[config.mk]
export PLATFORM = sky130hd
export DESIGN_NAME = div_ctrl_flat
export DESIGN_NICKNAME = d
export VERILOG_FILES = /design/src/rtl/div_ctrl_if.sv /design/src/rtl/div_ctrl.sv /design/src/flat_wrapper.sv
export SDC_FILE = /design/constraint.sdc
export NUM_CORES = 1
export LEC_CHECK = 0
export CAP_MARGIN = 20
export CORE_MARGIN = 8
export CORE_UTILIZATION = 65
export CTS_CLUSTER_SIZE = 14
export DETAILED_ROUTE_END_ITERATION = 8
export DONT_BUFFER_PORTS = 1
export PLACE_DENSITY_LB_ADDON = 0.15
export SLEW_MARGIN = 0
export SYNTH_ARGS = -nofsm -noshare
export SYNTH_HDL_FRONTEND = slang
export SYNTH_SLANG_ARGS = --single-unit
[constraint.sdc]
create_clock -name clk -period 7.7 [get_ports clk]
set_input_delay 0.385 -clock clk [delete_from_list [all_inputs] [get_ports clk]]
set_output_delay 0.385 -clock clk [all_outputs]
set_load 0.1 [all_outputs]
[src/rtl/div_ctrl_if.sv]
// Divide controller handshake bundle: E-stage request/operands in, stall/ready/result out.
interface div_ctrl_if #(
  parameter int unsigned WIDTH = 32
);
  logic             div_startE;
  logic             signed_divE;
  logic [WIDTH-1:0] opaE;
  logic [WIDTH-1:0] opbE;
  logic             stall_in;
  logic             flush;
  logic             stall_divE;
  logic             div_readyE;
  logic [WIDTH-1:0] hi_out;
  logic [WIDTH-1:0] lo_out;

  // Pipeline side: issues requests, consumes stall and result.
  modport master (
    output div_startE, signed_divE, opaE, opbE, stall_in, flush,
    input  stall_divE, div_readyE, hi_out, lo_out
  );

  // Divider side.
  modport slave (
    input  div_startE, signed_divE, opaE, opbE, stall_in, flush,
    output stall_divE, div_readyE, hi_out, lo_out
  );
endinterface

[src/rtl/div_ctrl.sv]
// Multi-cycle DIV/DIVU sequencer: radix-2 restoring divide on magnitudes with sign
// pre/post-correction, divide stall to the hazard unit, and a result held while E is stalled.
module div_ctrl #(
  parameter int unsigned WIDTH = 32
) (
  input logic         clk,
  input logic         resetn,
  div_ctrl_if.slave   bus
);

  localparam int unsigned CntW = $clog2(WIDTH);

  typedef enum logic [1:0] {StIdle, StBusy, StDone} state_t;

  state_t           state;
  logic [CntW-1:0]  counter;
  logic [WIDTH-1:0] rem;
  logic [WIDTH-1:0] quot;         // dividend bits shift out the top, quotient bits shift in
  logic [WIDTH-1:0] divisor;
  logic [WIDTH-1:0] dividendRaw;  // unsigned raw opa, returned as remainder on divide by zero
  logic             divByZero;
  logic             negQuot;
  logic             negRem;
  logic [WIDTH-1:0] hiReg;
  logic [WIDTH-1:0] loReg;

  logic             signA;
  logic             signB;
  logic [WIDTH-1:0] absA;
  logic [WIDTH-1:0] absB;
  logic [WIDTH:0]   remShift;
  logic [WIDTH:0]   diff;
  logic [WIDTH-1:0] remNext;
  logic [WIDTH-1:0] quotNext;
  logic [WIDTH-1:0] hiFinal;
  logic [WIDTH-1:0] loFinal;

  // Operand magnitudes and signs; signs are ignored for DIVU.
  always_comb begin
    signA = bus.signed_divE & bus.opaE[WIDTH-1];
    signB = bus.signed_divE & bus.opbE[WIDTH-1];
    absA  = signA ? (~bus.opaE + WIDTH'(1)) : bus.opaE;
    absB  = signB ? (~bus.opbE + WIDTH'(1)) : bus.opbE;
  end

  // One restoring step plus the sign-corrected result used on the final step.
  always_comb begin
    remShift = {rem, quot[WIDTH-1]};
    diff     = remShift - {1'b0, divisor};
    if (!diff[WIDTH]) begin
      remNext  = diff[WIDTH-1:0];
      quotNext = {quot[WIDTH-2:0], 1'b1};
    end else begin
      remNext  = remShift[WIDTH-1:0];
      quotNext = {quot[WIDTH-2:0], 1'b0};
    end
    if (divByZero) begin
      hiFinal = dividendRaw;
      loFinal = '1;
    end else begin
      hiFinal = negRem  ? (~remNext + WIDTH'(1))  : remNext;
      loFinal = negQuot ? (~quotNext + WIDTH'(1)) : quotNext;
    end
  end

  // Controller state, datapath registers and the held result.
  always_ff @(posedge clk or negedge resetn) begin
    if (!resetn) begin
      state       <= StIdle;
      counter     <= '0;
      rem         <= '0;
      quot        <= '0;
      divisor     <= '0;
      dividendRaw <= '0;
      divByZero   <= 1'b0;
      negQuot     <= 1'b0;
      negRem      <= 1'b0;
      hiReg       <= '0;
      loReg       <= '0;
    end else if (bus.flush) begin
      state <= StIdle;
    end else begin
      unique case (state)
        StIdle: begin
          if (bus.div_startE) begin
            rem         <= '0;
            quot        <= absA;
            divisor     <= absB;
            dividendRaw <= bus.opaE;
            divByZero   <= (bus.opbE == '0);
            negQuot     <= signA ^ signB;
            negRem      <= signA;
            counter     <= '0;
            state       <= StBusy;
          end
        end
        StBusy: begin
          rem     <= remNext;
          quot    <= quotNext;
          counter <= counter + 1'b1;
          if (counter == CntW'(WIDTH - 1)) begin
            hiReg <= hiFinal;
            loReg <= loFinal;
            state <= StDone;
          end
        end
        StDone: begin
          if (!bus.stall_in) state <= StIdle;
        end
        default: state <= StIdle;
      endcase
    end
  end

  // Stall and ready are decoded from state; flush kills both in the same cycle.
  always_comb begin
    bus.stall_divE = ((state == StIdle && bus.div_startE) || state == StBusy) && !bus.flush;
    bus.div_readyE = (state == StDone) && !bus.flush;
    bus.hi_out     = hiReg;
    bus.lo_out     = loReg;
  end

endmodule

[src/flat_wrapper.sv]
// flat-port wrapper written by rule: the top's interface ports become plain ports
module div_ctrl_flat 
#(
  parameter int unsigned WIDTH = 32
)
  (clk, resetn, bus_div_startE, bus_signed_divE, bus_opaE, bus_opbE, bus_stall_in, bus_flush, bus_stall_divE, bus_div_readyE, bus_hi_out, bus_lo_out);
  div_ctrl_if #(.WIDTH(WIDTH)) bus_i ();
  input logic clk;
  input logic resetn;
  input wire logic [$bits(bus_i.div_startE)-1:0] bus_div_startE;
  input wire logic [$bits(bus_i.signed_divE)-1:0] bus_signed_divE;
  input wire logic [$bits(bus_i.opaE)-1:0] bus_opaE;
  input wire logic [$bits(bus_i.opbE)-1:0] bus_opbE;
  input wire logic [$bits(bus_i.stall_in)-1:0] bus_stall_in;
  input wire logic [$bits(bus_i.flush)-1:0] bus_flush;
  output wire logic [$bits(bus_i.stall_divE)-1:0] bus_stall_divE;
  output wire logic [$bits(bus_i.div_readyE)-1:0] bus_div_readyE;
  output wire logic [$bits(bus_i.hi_out)-1:0] bus_hi_out;
  output wire logic [$bits(bus_i.lo_out)-1:0] bus_lo_out;
  assign bus_i.div_startE = bus_div_startE;
  assign bus_i.signed_divE = bus_signed_divE;
  assign bus_i.opaE = bus_opaE;
  assign bus_i.opbE = bus_opbE;
  assign bus_i.stall_in = bus_stall_in;
  assign bus_i.flush = bus_flush;
  assign bus_stall_divE = bus_i.stall_divE;
  assign bus_div_readyE = bus_i.div_readyE;
  assign bus_hi_out = bus_i.hi_out;
  assign bus_lo_out = bus_i.lo_out;
  div_ctrl #(.WIDTH(WIDTH)) u_core (.clk(clk), .resetn(resetn), .bus(bus_i));
endmodule
==> flow_metrics.tcl <==
set metrics [dict create \
    ys_types 83 \
    maxSlewViolCount 0 \
    tns_ns 0 \
    slew_headroom_pct 9.99 \
    antenna_found_initial 1 \
    violations "negative hold slack" \
    crit_start "u_core.quot[31]" \
    reg2regPathDepth 20 \
    synth_seq_area_share_pct 37.4 \
    max_freq_ghz 0.178 \
    netlist_area_um2 13500 \
    antenna_left 0 \
    finalCriticalPeriod_ns 5.61 \
    cts.clk_slew.worst_paths_ns 0.06 \
    power_mw 3.02 \
    worst_pin_slew_ns 1.35 \
    clock_latency_ns 0.51 \
    fin_crit_sh_pct 72.8 \
    grt_pass1_wl_mm 63.4 \
    wl_met2_mm 17.0 \
    cp-start-kind "register" \
    grt_setup_unrepaired "false" \
    rrSetupSlack_ns 2.09 \
    firstDrtPassIters 6 \
    syn_area_per_cell_um2 8.40 \
    outcome "finished with violations" \
    wirelength_mm 39.6 \
    crit_path_end "u_core.bus.hi_out[30]" \
    synth.area.top_cells "dfrtp_1 (37%), a21oi_1 (6.1%), o21ai_0 (5.1%), nand2_1 (5.0%), nor2_1 (4.8%)" \
    path_max_fanout 55 \
    synthXorXnorAreaFrac_pct 8.05 \
    clock_sinks 202 \
    grt_pass1_vias 11400 \
    synth_top_area_share_pct 37.4 \
    synth-simple-area-share_pct 19.3 \
    cts.path.max_buffers 3 \
    synth_compound_area_share_pct 21.9 \
    skew_ns 0.0132 \
    floorplan.die_area_um2 25600 \
    wl_met1_mm 17.4 \
    ctsResizeCount 0 \
    setup_viol_count_final 0 \
    final_cell_area_um2 14300 \
    layout.nets 1669 \
    setup_slack_ns 2.09 \
    maxCapViolCount 0 \
    vias 12200 \
    dpl_cell_area_um2 13600 \
    port_buffers 0 \
    core-area_um2 20300 \
    synth_top_family_by_area "compound AO/OA/AOI/OAI gates" \
    timing.rr.end "u_core.bus.hi_out[30]" \
    yosys.area.top_type "dfrtp_1" \
    track_usage_pct 30.3 \
    synthCells 1607 \
    drive_above_1_share_pct 7.75 \
    crit_type "reg -> reg" \
    worstReg2RegStart "u_core.quot[31]" \
    dieWidth_um 160 \
    cts_buffers 23 \
    die_h_um 160 \
    synth_fa_ha_area_share_pct 3.67 \
    rows 52 \
    p_leak_nw 6.37 \
    via_per_inst 6.59 \
    cts-root-buf "clkbuf_16" \
    critPathArrivalTime_ns 6.02 \
    ir_drop_mv 0.149 \
    fin_cells 1844 \
    cp.required_ns 8.11 \
    dp_cells 1803 \
    top_layer "met5" \
    ys_ff_latch 202 \
    area_growth_syn_to_layout_pct 6.23 \
    gp_congestion 0.922 \
    hp-class "in -> async" \
    synthMuxAreaShare_pct 5.38 \
    ys_warn_count 0 \
    n_antenna_cell 0 \
    hold_violations 55 \
    dpl.hpwl_mm 29.2 \
    pre_cts_slack_ns 2.21 \
    synthFlopType "dfrtp_1" \
    end_kind "register" \
    post_cts_buffers 0 \
    hold_buffers 2 \
    first_iter_violations 1419 \
    hold_ws_ns -0.249 \
    synth_edf_count 0 \
    synth_async_sr_flop_share_pct 100 \
    powerDensity_nw_per_um2 211 \
    wire_per_inst_um 21.5 \
    h-tree-depth 1 \
    dr_wl_met3_mm 3.92 \
    drc 0 \
    top_level_ports 136 \
    initial_core_util_pct 66.5 \
    synthesis.nets 1716 \
    cts_tree "done" \
    grt_max_degree 203 \
    overflow 0 \
]
## per-layer routing
metal / vias up / global-route usage, %
met5: - / 0
met4: 2 / 8.37
met3: 83 / 6.76
met2: 565 / 45.1
met1: 5849 / 43.5
li1: 5657 / -
## placed cells by master, fill, tap and decap left out, types with 9 or more instances in the layout
cell type	netlist	layout
dfrtp_1	202	202
nand2_1	180	180
nor2_1	172	171
a21oi_1	164	164
o21ai_0	138	138
xor2_1	71	71
xnor2_1	53	53
inv_1	51	51
nor3_1	44	44
ha_1	38	38
mux2_2	36	36
mux2i_1	32	32
nor4_1	26	26
clkbuf_16	0	24
o31ai_1	23	23
nand3_1	22	22
or3_1	20	20
a21o_1	18	18
and3_1	15	15
a31oi_1	15	15
o211ai_1	12	12
or4_1	11	11
nand2b_1	10	10
a22o_1	10	10
buf_4	1	10
o21ai_1	10	9
nand4_1	9	9
and2_1	10	9
## through the flow
stage	utilization (%)	hold WS, ns
after floorplan	-	0.0894
after global placement	67.0	0.0974
after detailed placement	67.0	0.0977
after CTS	70.6	0.0171
after global routing	70.6	0.00684
final	70.6	-0.249
## power by group
part	total [mW]	switching [mW]	internal (mW)
sequential	1.27	0.106	1.16
clock	1.04	0.447	0.597
combinational	0.707	0.443	0.263
## state kept, by name, indices dropped and copies added, names as in the netlist
| register | cells |
|---|---|
| u_core.counter | 5 |
| u_core.bus.lo_out | 32 |
| u_core.negQuot | 1 |
| u_core.rem | 32 |
| u_core.negRem | 1 |
| u_core.state | 2 |
| u_core.bus.hi_out | 32 |
| u_core.divByZero | 1 |
| u_core.dividendRaw | 32 |
| u_core.quot | 32 |
| u_core.divisor | 32 |
## area by class of cell
type                            count  area, um^2
Clock inverter                     10        95.1
Tap cell                          270         338
Clock buffer                       29         608
Sequential cell                   202        5050
Timing Repair Buffer               13         138
Inverter                           54         205
Multi-Input combinational cell   1266        7900
Fill cell                        1621        5960
## cell families (layout without fill, tap and decap cells)
| group | after synthesis | after routing |
|---|---|---|
| AND/OR/NAND/NOR | 556 | 556 |
| AO/OA/AOI/OAI | 479 | 479 |
| flip-flops | 202 | 202 |
| buffers and inverters | 139 | 106 |
| XOR/XNOR | 124 | 124 |
| multiplexers | 68 | 68 |
| adder cells (fa/ha/maj) | 39 | 39 |
## worst max-delay path, cell delays in order (launching register included)
cell	delay, ns
dfrtp_1	0.37
inv_1	0.08
ha_1	0.20
fa_1	0.39
nand2b_1	0.21
a211oi_2	0.33
o2111a_2	0.31
o211a_1	0.17
o211a_2	0.17
buf_4	0.52
inv_4	0.38
a21oi_1	0.36
ha_1	0.27
nand2_1	0.09
nor4_1	0.37
and3_1	0.26
a21oi_1	0.13
nor4_1	0.31
nand4_1	0.16
mux2i_1	0.16
o31ai_1	0.18
## cells in the mapped netlist, types with 11 or more instances
master    number
nor2_1       172
nor4_1        26
o31ai_1       23
a21oi_1      164
mux2i_1       32
xnor2_1       53
o211ai_1      12
xor2_1        71
nand3_1       22
or4_1         11
clkbuf_1      64
mux2_2        36
o21ai_0      138
or3_1         20
ha_1          38
a31oi_1       15
dfrtp_1      202
nor3_1        44
a21o_1        18
inv_1         51
nand2_1      180
and3_1        15
## worst min path at each step
| stage | startpoint | end | slack [ns] | depth (start not counted) |
|---|---|---|---|---|
| floorplan | resetn | u_core.bus.hi_out[0] | 0.09 | 0 |
| global placement | resetn | u_core.divisor[27] | 0.1 | 0 |
| detailed placement | resetn | u_core.divisor[27] | 0.1 | 0 |
| CTS | resetn | u_core.divisor[25] | 0.02 | 1 |
| global route | resetn | u_core.divisor[24] | 0.007 | 1 |
| finish | resetn | u_core.divisor[27] | -0.25 | 1 |
Note: power is estimated with default switching activity, not from simulation.
